$ cat config.mk
export PLATFORM = sky130hd
export DESIGN_NAME = record_commit_ctrl
export DESIGN_NICKNAME = d
export VERILOG_FILES = /design/src/rtl/typer_pkg.sv /design/src/rtl/seq_divider.sv /design/src/rtl/record_commit_ctrl.sv
export SDC_FILE = /design/constraint.sdc
export NUM_CORES = 1
export LEC_CHECK = 0
export BUFFER_PORTS_ARGS = -buffer_cell sky130_fd_sc_hd__buf_4
export CAP_MARGIN = 5
export CORE_ASPECT_RATIO = 1.5
export CORE_MARGIN = 4
export CORE_UTILIZATION = 56
export DETAILED_ROUTE_END_ITERATION = 10
export PLACE_DENSITY_LB_ADDON = 0.08
export SYNTH_ARGS = -nofsm -noshare
export SYNTH_HDL_FRONTEND = slang
export SYNTH_SLANG_ARGS = --single-unit
$ cat constraint.sdc
create_clock -name clk -period 9.4 [get_ports clk]
set_input_delay 1.88 -clock clk [delete_from_list [all_inputs] [get_ports clk]]
set_output_delay 1.88 -clock clk [all_outputs]
set_load 0.02 [all_outputs]
$ cat src/rtl/typer_pkg.sv
// Shared definitions for the typing-game statistics path.
// Game-state codes, commit FSM encoding and default widths.
package typer_pkg;
    localparam int DATA_W_DEF = 10;
    localparam int CNT_W_DEF  = 4;

    localparam logic [2:0] GS_TYPING = 3'd2;
    localparam logic [2:0] GS_RESULT = 3'd3;

    typedef enum logic [2:0] {
        C_IDLE    = 3'd0,
        C_LATCH   = 3'd1,
        C_DIV_WPM = 3'd2,
        C_DIV_ACC = 3'd3,
        C_WRITE   = 3'd4,
        C_CLEAR   = 3'd5
    } commit_st_e;
endpackage

$ cat src/rtl/seq_divider.sv
// Restoring unsigned divider, one quotient bit per cycle.
// valid marks the final step; quotient is that step's result.
module seq_divider #(
    parameter int W  = 14,
    parameter int QW = W
) (
    input  logic          clk,
    input  logic          rst,
    input  logic          start,
    input  logic [W-1:0]  dividend,
    input  logic [W-1:0]  divisor,
    output logic          busy,
    output logic          valid,
    output logic [QW-1:0] quotient
);
    localparam int CW = $clog2(W + 1);

    logic [W-1:0]  r_rem;
    logic [W-1:0]  r_quo;
    logic [W-1:0]  r_dvs;
    logic [CW-1:0] r_cnt;

    logic [W:0]    w_shift;
    logic [W-1:0]  w_diff;
    logic          w_ge;
    logic [W-1:0]  w_rem_nxt;
    logic [W-1:0]  w_quo_nxt;

    always_comb begin
        w_shift = {r_rem, r_quo[W-1]};
        w_ge    = (w_shift >= {1'b0, r_dvs});
        // true difference is below the divisor, so W bits suffice
        w_diff  = w_shift[W-1:0] - r_dvs;
        if (w_ge) begin
            w_rem_nxt = w_diff;
            w_quo_nxt = {r_quo[W-2:0], 1'b1};
        end else begin
            w_rem_nxt = w_shift[W-1:0];
            w_quo_nxt = {r_quo[W-2:0], 1'b0};
        end
    end

    assign busy     = (r_cnt != '0);
    assign valid    = busy && (r_cnt == CW'(1));
    assign quotient = (r_dvs == '0) ? '0 : w_quo_nxt[QW-1:0];

    always_ff @(posedge clk or posedge rst) begin
        if (rst) begin
            r_rem <= '0;
            r_quo <= '0;
            r_dvs <= '0;
            r_cnt <= '0;
        end else if (start) begin
            r_rem <= '0;
            r_quo <= dividend;
            r_dvs <= divisor;
            r_cnt <= CW'(W);
        end else if (busy) begin
            r_rem <= w_rem_nxt;
            r_quo <= w_quo_nxt;
            r_cnt <= r_cnt - CW'(1);
        end
    end
endmodule

$ cat src/rtl/record_commit_ctrl.sv
// Per-round statistics commit: two mode banks of sums, counts,
// bests and averages, averaged through one shared divider.
module record_commit_ctrl
    import typer_pkg::*;
#(
    parameter int         DATA_W    = DATA_W_DEF,
    parameter int         CNT_W     = CNT_W_DEF,
    parameter logic [2:0] ST_TYPING = GS_TYPING,
    parameter logic [2:0] ST_RESULT = GS_RESULT
) (
    input  logic              clk,
    input  logic              rst,
    input  logic              mode,
    input  logic [2:0]        state,
    input  logic [DATA_W-1:0] wpm,
    input  logic [DATA_W-1:0] acc,
    input  logic              finish,
    input  logic              clear_req,
    output logic              busy,
    output logic              done,
    output logic              hist_full,
    output logic [DATA_W-1:0] wpm_best,
    output logic [DATA_W-1:0] wpm_average,
    output logic [DATA_W-1:0] acc_best,
    output logic [DATA_W-1:0] acc_average
);
    localparam int SUM_W = DATA_W + CNT_W;
    localparam logic [CNT_W-1:0] CNT_MAX = '1;

    typedef struct packed {
        logic [SUM_W-1:0]  wsum;
        logic [SUM_W-1:0]  asum;
        logic [CNT_W-1:0]  cnt;
        logic [DATA_W-1:0] wbest;
        logic [DATA_W-1:0] abest;
        logic [DATA_W-1:0] wavg;
        logic [DATA_W-1:0] aavg;
    } bank_t;

    commit_st_e        r_st;
    commit_st_e        w_st_nxt;
    bank_t             r_bank [2];
    bank_t             w_bank_nxt [2];
    logic [DATA_W-1:0] r_wpm;
    logic [DATA_W-1:0] r_acc;
    logic              r_mode;
    logic              r_lock;
    logic              r_clr_pend;
    logic              r_clr_bank;
    logic [DATA_W-1:0] r_wavg;
    logic [DATA_W-1:0] r_aavg;

    logic [DATA_W-1:0] r_o_wbest;
    logic [DATA_W-1:0] r_o_wavg;
    logic [DATA_W-1:0] r_o_abest;
    logic [DATA_W-1:0] r_o_aavg;
    logic              r_o_full;

    logic              w_accept;
    logic              w_sat;
    logic [CNT_W-1:0]  w_cnt_new;
    logic [SUM_W-1:0]  w_wsum_new;
    logic [SUM_W-1:0]  w_asum_new;
    logic              w_div_start;
    logic [SUM_W-1:0]  w_div_dvd;
    logic [SUM_W-1:0]  w_div_dvs;
    logic              w_div_busy;
    logic              w_div_valid;
    logic              w_div_done;
    logic [DATA_W-1:0] w_div_q;

    assign w_accept = (r_st == C_IDLE) && finish &&
                      (state == ST_RESULT) && !r_lock;

    // saturated banks keep their sums so the average stays meaningful
    assign w_sat      = (r_bank[r_mode].cnt == CNT_MAX);
    assign w_cnt_new  = w_sat ? r_bank[r_mode].cnt
                              : r_bank[r_mode].cnt + CNT_W'(1);
    assign w_wsum_new = w_sat ? r_bank[r_mode].wsum
                              : r_bank[r_mode].wsum + SUM_W'(r_wpm);
    assign w_asum_new = w_sat ? r_bank[r_mode].asum
                              : r_bank[r_mode].asum + SUM_W'(r_acc);

    assign w_div_done  = w_div_busy && w_div_valid;
    assign w_div_start = (r_st == C_LATCH) ||
                         ((r_st == C_DIV_WPM) && w_div_done);
    // the wpm divide starts before the bank update lands
    assign w_div_dvd = (r_st == C_LATCH) ? w_wsum_new
                                         : r_bank[r_mode].asum;
    assign w_div_dvs = (r_st == C_LATCH) ? SUM_W'(w_cnt_new)
                                         : SUM_W'(r_bank[r_mode].cnt);

    seq_divider #(
        .W  (SUM_W),
        .QW (DATA_W)
    ) u_div (
        .clk      (clk),
        .rst      (rst),
        .start    (w_div_start),
        .dividend (w_div_dvd),
        .divisor  (w_div_dvs),
        .busy     (w_div_busy),
        .valid    (w_div_valid),
        .quotient (w_div_q)
    );

    always_comb begin
        w_st_nxt = r_st;
        unique case (r_st)
            C_IDLE: begin
                if (w_accept)
                    w_st_nxt = C_LATCH;
                else if (clear_req || r_clr_pend)
                    w_st_nxt = C_CLEAR;
            end
            C_LATCH:   w_st_nxt = C_DIV_WPM;
            C_DIV_WPM: if (w_div_done) w_st_nxt = C_DIV_ACC;
            C_DIV_ACC: if (w_div_done) w_st_nxt = C_WRITE;
            C_WRITE:   w_st_nxt = C_IDLE;
            C_CLEAR:   w_st_nxt = C_IDLE;
            default:   w_st_nxt = C_IDLE;
        endcase
    end

    always_comb begin
        for (int b = 0; b < 2; b++) w_bank_nxt[b] = r_bank[b];
        unique case (r_st)
            C_LATCH: begin
                w_bank_nxt[r_mode].cnt  = w_cnt_new;
                w_bank_nxt[r_mode].wsum = w_wsum_new;
                w_bank_nxt[r_mode].asum = w_asum_new;
                if (r_wpm > r_bank[r_mode].wbest)
                    w_bank_nxt[r_mode].wbest = r_wpm;
                if (r_acc > r_bank[r_mode].abest)
                    w_bank_nxt[r_mode].abest = r_acc;
            end
            C_WRITE: begin
                w_bank_nxt[r_mode].wavg = r_wavg;
                w_bank_nxt[r_mode].aavg = r_aavg;
            end
            C_CLEAR: w_bank_nxt[r_clr_bank] = '0;
            default: ;
        endcase
    end

    always_ff @(posedge clk or posedge rst) begin
        if (rst) begin
            r_st       <= C_IDLE;
            r_wpm      <= '0;
            r_acc      <= '0;
            r_mode     <= 1'b0;
            r_lock     <= 1'b0;
            r_clr_pend <= 1'b0;
            r_clr_bank <= 1'b0;
            r_wavg     <= '0;
            r_aavg     <= '0;
            for (int b = 0; b < 2; b++) r_bank[b] <= '0;
        end else begin
            r_st <= w_st_nxt;
            for (int b = 0; b < 2; b++) r_bank[b] <= w_bank_nxt[b];
            if (w_accept) begin
                r_wpm  <= wpm;
                r_acc  <= acc;
                r_mode <= mode;
                r_lock <= 1'b1;
            end else if (state == ST_TYPING) begin
                r_lock <= 1'b0;
            end
            if ((r_st == C_IDLE) && (w_st_nxt == C_CLEAR)) begin
                r_clr_pend <= 1'b0;
                r_clr_bank <= mode;
            end else if (clear_req) begin
                r_clr_pend <= 1'b1;
            end
            if ((r_st == C_DIV_WPM) && w_div_done) r_wavg <= w_div_q;
            if ((r_st == C_DIV_ACC) && w_div_done) r_aavg <= w_div_q;
        end
    end

    always_ff @(posedge clk or posedge rst) begin
        if (rst) begin
            r_o_wbest <= '0;
            r_o_wavg  <= '0;
            r_o_abest <= '0;
            r_o_aavg  <= '0;
            r_o_full  <= 1'b0;
        end else begin
            r_o_wbest <= w_bank_nxt[mode].wbest;
            r_o_wavg  <= w_bank_nxt[mode].wavg;
            r_o_abest <= w_bank_nxt[mode].abest;
            r_o_aavg  <= w_bank_nxt[mode].aavg;
            r_o_full  <= (w_bank_nxt[mode].cnt == CNT_MAX);
        end
    end

    assign busy        = (r_st != C_IDLE);
    assign done        = (r_st == C_WRITE);
    assign hist_full   = r_o_full;
    assign wpm_best    = r_o_wbest;
    assign wpm_average = r_o_wavg;
    assign acc_best    = r_o_abest;
    assign acc_average = r_o_aavg;
endmodule

* Yosys cells after proc, flatten, opt, wreduce, memory -nomap -nowiden
Cells that the tools add are included.
Word-level totals: register bits after elaboration 278, input bits 28, output and inout bits 43, word-level logic and storage cells 137
Operators by class: $add $sub $neg 5, $lt $le $gt $ge 8, equality and inequality tests 11, mux-type cells 56, bitwise gates (word level) 5, reduce and logical (&&, ||, !) cells 20
Operators by type and width (number):
- bitwise mux 144 bit | 7
- demux 72 bit (select 1 bit) | 8
- two-way mux 144 bit | 3
- one-hot mux 144 bit (3 select lines) | 1
- two-way mux 72 bit | 5
- two-way mux 44 bit | 4
- AND 144 bit | 1
- NOT 144 bit | 1
- two-way mux 14 bit | 8
- two-way mux 58 bit | 1
- two-way mux 40 bit | 1
- two-way mux 30 bit | 1
- adder 14 x 10 -> 14 bit | 2
- greater-than comparator 10 bit | 2
- two-way mux 10 bit | 2
- two-way mux 20 bit | 1
- two-way mux 4 bit | 4
- >= comparator 15 x 14 -> 1 bit | 1
- logical NOT 14 bit | 1
- subtractor 14 bit | 1
- == test 3 x 2 -> 1 bit, second input constant | 4
- two-way mux 3 bit | 4
- one-hot mux 3 bit (4 select lines) | 1
- logical AND 1 bit | 10
- 16 further kinds | 31

* Logic depth before layout (Yosys ltp)
depth in word-level cells 19, depth in mapped cells 16, gate-level depth less buffers 11

* Hierarchy
A second synthesis with hierarchy kept.
Unflattened totals: cell total of the unflattened synthesis 1411, area total of the unflattened synthesis 14646.5 um^2
Modules (own cells, without submodules):
- record_commit_ctrl | times used 1, cells an instance 1071, area an instance 11599.9 um^2, seq. area each 5805.6 um^2
- seq_divider | times used 1, cells an instance 340, area an instance 3046.7 um^2, seq. area each 1151.1 um^2

* Least setup slack after synthesis
Ideal clock, no wire load.
path kind register -> register, start register r_mode, end register r_o_wbest[0], in the netlist wpm_best[0], library setup time 0.067 ns, arrival time 3.600 ns, required time 9.333 ns, setup slack 5.733 ns, cell stages (with the launch flop) 14, buffers on the path 5, period minus slack after synthesis 3.667 ns, cells stage by stage dfrtp_1 -> buf_4 -> buf_2 -> buf_1 -> buf_1 -> buf_2 -> mux2i_1 -> ha_1 -> a21o_1 -> a2111oi_0 -> a211o_1 -> nor2_1 -> nor3_2 -> a221o_1
On the way: longest elaborated chain between the ends 14, elaborated cells between the ends (all ways) 31, those cells by class order compare: 4; mux: 25; bitwise: 1; reduce/logical: 1
RTL lines:
- start: declaration | RTL line record_commit_ctrl.sv:46 | logic r_mode;
- start signal: assignment | RTL line record_commit_ctrl.sv:164 | r_mode <= mode;
- NOT 1 -> 2 bit (implied by the code) *
- branches (longest 9 deep; another with greater-than comparator 10 bit)
- one-hot mux 144 bit (3 select lines) * | RTL line record_commit_ctrl.sv:127 | unique case (r_st)
- two-way mux 44 bit * (3 in series)
- end signal: assignment | RTL line record_commit_ctrl.sv:188 | r_o_wbest <= w_bank_nxt[mode].wbest;
- end: declaration | RTL line record_commit_ctrl.sv:53 | logic [DATA_W-1:0] r_o_wbest;
Every way passes the cells marked *. The select of a mux whose other input is x is not followed. A chain may end at the register's enable or synchronous reset.

* Worst setup path after layout
start register r_mode, end register r_o_abest[0], in the netlist acc_best[0]
On the way: longest elaborated chain between the ends 14, elaborated cells between the ends (all ways) 31, those cells by class order compare: 4; mux: 25; bitwise: 1; reduce/logical: 1
RTL lines:
- NOT 1 -> 2 bit (implied by the code) *
- branches (longest 9 deep; another with greater-than comparator 10 bit)
- one-hot mux 144 bit (3 select lines) * | RTL line record_commit_ctrl.sv:127
- two-way mux 44 bit * (3 in series)
- end signal: assignment | RTL line record_commit_ctrl.sv:190 | r_o_abest <= w_bank_nxt[mode].abest;
- end: declaration | RTL line record_commit_ctrl.sv:55 | logic [DATA_W-1:0] r_o_abest;
Marked as above.

==> impl_metrics.py <==
metrics = {
    "detailed_routing": {
        "drt-vias-per-instance": 6.078,
        "drt_iter0_markers": 723,
        "num_vias": 10564,
        "wire_per_inst_um": 19.94,
        "firstDrtPassIters": 7,
        "ant_nets": 0,
        "drcViolationCount": 0,
        "drt_wl_total_mm": 34.65,
    },
    "finish": {
        "fin_area_mm2": 0.01518,
        "syn_to_final_growth_pct": 12.62,
        "fin_cells": 1738,
        "num_antenna_cells": 0,
        "drive_above_1_share": 0.1416,
        "fin_nets": 1478,
    },
    "critical_path": {
        "worstPathMaxFanout": 49,
        "rrSetupSlack_ns": 5.15,
        "cp.arrival_ns": 4.73,
        "cp-end-kind": "register",
        "critPathSlowestCell": "nor2b_1",
        "critPathLaunchType": "register",
        "path_cells": "buf_4, mux2i_1, ha_1, and4_1, a31oi_1, o22ai_1, o21ai_0, nand2b_1, nor2b_1, a221o_1",
        "critical_path_class": "reg -> reg",
        "required_ns": 9.88,
        "slowest_delay_ns": 0.72,
    },
    "yosys": {
        "synth_seq_area_share": 0.4975,
        "synthArstFlopShare": 1.000,
        "synth_edf_count": 0,
        "ys.flop_type": "dfrtp_1",
        "ys_top_cells_by_count": "dfrtp_1, nand2_1, o21ai_0, a22o_1, clkbuf_1",
        "synth_area_per_cell_um2": 9.889,
        "synth_cell_types": 75,
        "ys_ff_latch": 268,
        "post-synth-top-area-cell": "dfrtp_1",
        "synth.top_cell.area_share": 0.4975,
        "syn_area_mm2": 0.01348,
        "synthTopCellsByArea": "dfrtp_1, nand2_1, o21ai_0, ha_1, a22o_1",
        "synth-warning-count": 0,
        "yosysMostFrequentCell": "dfrtp_1",
        "synthCells": 1363,
        "syn_nets": 1442,
    },
    "global_routing": {
        "grt_max_degree": 128,
        "grt_pass1_vias": 10938,
        "grt_use_total": 0.2637,
        "overflow": 0,
        "grt_pass1_wl_mm": 56.96,
        "antenna_found_initial": 0,
    },
    "placed_design": {
        "io_buffers": 70,
        "placed_cell_area_mm2": 0.01424,
        "dp.cells": 1690,
        "dpl.hpwl_mm": 23.69,
        "place.gp.congestion": 0.9263,
    },
    "sta": {
        "rsz0062_at_grt": "false",
        "worstMarginPinSlew_ns": 1.097,
        "max_freq_mhz": 235.1,
        "clock_skew_ns": 0.01887,
        "setup_violations": 0,
        "report.final.slew_viol_count": 0,
        "tns_ns": 0,
        "min_period_ns": 4.254,
        "hold_viol_final": 0,
        "hold_ws_ns": 0.4756,
        "finalCritPeriodShare": 0.4525,
        "max_slew_margin": 0.2667,
    },
    "floorplan": {
        "die_h_um": 198.0,
        "core_mm2": 0.02374,
        "die_area_mm2": 0.02667,
        "start_util": 0.5677,
        "rows": 69,
        "die_width_um": 134.7,
        "pin_count": 71,
    },
    "pwr": {
        "switchingPower_w": 0.002263,
        "power_density_mw_per_mm2": 364.5,
        "p_leak_nw": 7.100,
        "p_sw_frac": 0.4089,
        "p_seq_frac": 0.351,
        "combPwrFrac": 0.443,
        "p_int_w": 0.003271,
        "vdd_drop_max_uv": 198.8,
        "p_clk_frac": 0.205,
    },
    "clocking": {
        "tritoncts": "yes",
        "cts_setup_buffers": 0,
        "cts_resized": 0,
        "cts_root_buffer": "clkbuf_16",
        "htree_num_levels": 1,
        "cts_hold_buf": 0,
        "clockBufferDepth": 3,
        "numCtsBuffers": 26,
        "clk_pin_slew_worst_paths_ns": 0.06,
        "clock-sinks": 268,
        "clk_latency_ns": 0.54,
    },
    "flow_run": {
        "max_cap_violations": 0,
    },
    "hold_path": {
        "hold_class": "reg -> reg",
    },
    "run_status": {
        "status": "completed",
    },
}
[cell type report]
class	instances	area, µm²
well taps	319	399.1
fillers	1975	8561
clock buffers	39	820.8
clock inverters	9	123.9
multi-input cells	984	6346
flip-flops and latches	268	6710
inverters	32	127.6
repair buffers	87	653.1
[logic make-up (layout without fill, tap and decap cells)]
| family | Yosys count | in the layout | share of synthesized area |
|---|---|---|---|
| and+or+nand+nor | 438 | 438 | 0.1506 |
| AOI/OAI and AO/OA | 388 | 388 | 0.1891 |
| DFF | 268 | 268 | 0.4975 |
| buffers and inverters | 111 | 167 | 0.03249 |
| muxes | 80 | 80 | 0.06377 |
| adders and majority gates | 51 | 51 | 0.04901 |
| xor gates and xnor gates | 27 | 27 | 0.01754 |
[power by group through the flow]
stage	Combinational [W]	Sequential, W	Clock [W]
4_1_cts	0.00245	0.00194	0.00115
2_1_floorplan	0.00178	0.00186	0
6_report	0.00245	0.00194	0.00114
3_5_place_dp	0.00244	0.00195	0
3_3_place_gp	0.00238	0.00195	0
5_1_grt	0.00274	0.00199	0.00120
[sequential cells by signal, indices dropped and copies added (netlist names), 3 cells and up]
signal,flops
r_bank,144
u_div.r_quo,14
u_div.r_rem,14
acc_average,10
acc_best,10
r_aavg,10
r_acc,10
r_wavg,10
r_wpm,10
wpm_average,10
wpm_best,10
u_div.r_cnt,4
u_div.r_dvs,4
r_st,3
[layer usage]
metal | vias to the layer above | GRT usage | share of wire | routed length (µm)
li1 | 4954 | - | - | -
met1 | 5201 | 0.3203 | 0.40 | 13750
met2 | 308 | 0.4669 | 0.51 | 17830
met3 | 101 | 0.03152 | 0.046 | 1583
met4 | 0 | 0.1230 | 0.043 | 1493
met5 | - | 0 | 0 | 0
[metrics by stage]
stage | utilization | worst slack [ns] | power [W]
after global routing | 0.6394 | 4.791 | 0.005936
after floorplan | - | 0.1380 | 0.003646
after global placement | 0.5996 | 5.308 | 0.004330
final | 0.6394 | 5.146 | 0.005534
after detailed placement | 0.5996 | 5.197 | 0.004391
after CTS | 0.6394 | 5.179 | 0.005546
[critical path, delay by kind of cell (launching register included)]
kind	cells	cell delay, ns
AO/OA/AOI/OAI	4	0.77
adder cells (fa/ha/maj)	1	0.26
buffers and inverters	1	0.67
flip-flops	1	0.64
multiplexers	1	0.28
AND/OR/NAND/NOR	3	1.55
[placed cells by master (no fill, tap or decap), types with 5 or more instances in the layout]
cell type  synthesis  routed
a31oi_1           11      11
a21o_1            24      24
clkbuf_8           0      10
and2_1             8       8
a21oi_1           54      54
nand2_1          221     221
ha_1              48      48
clkbuf_16          0      27
nor2b_1           12      12
a221o_1           12      12
nor3_1            35      35
o211ai_1          11      11
nand2b_1           9       9
mux2_2            47      47
nor2_1            59      58
inv_1             32      31
xnor2_1           20      20
a22o_1            63      63
xor2_1             7       7
mux2i_1           33      33
dfrtp_1          268     267
or3_1             11      11
o31ai_1            9       9
o21ai_0          150     150
a211oi_1          12      12
clkinv_2           0       5
buf_4              1      87
nand3_1           44      44
[final timing paths]
check / start / end / cells past startpoint
min in group asynchronous: rst / r_acc[2] / 2
max in group asynchronous: rst / r_mode / 3
hold / removal: r_bank[128] / r_bank[128] / 1
setup reg to reg: r_mode / acc_best[0] / 10
hold reg to reg: r_bank[128] / r_bank[128] / 1
setup / recovery: r_mode / acc_best[0] / 10
No activity file was read; power rests on OpenSTA's default activity.
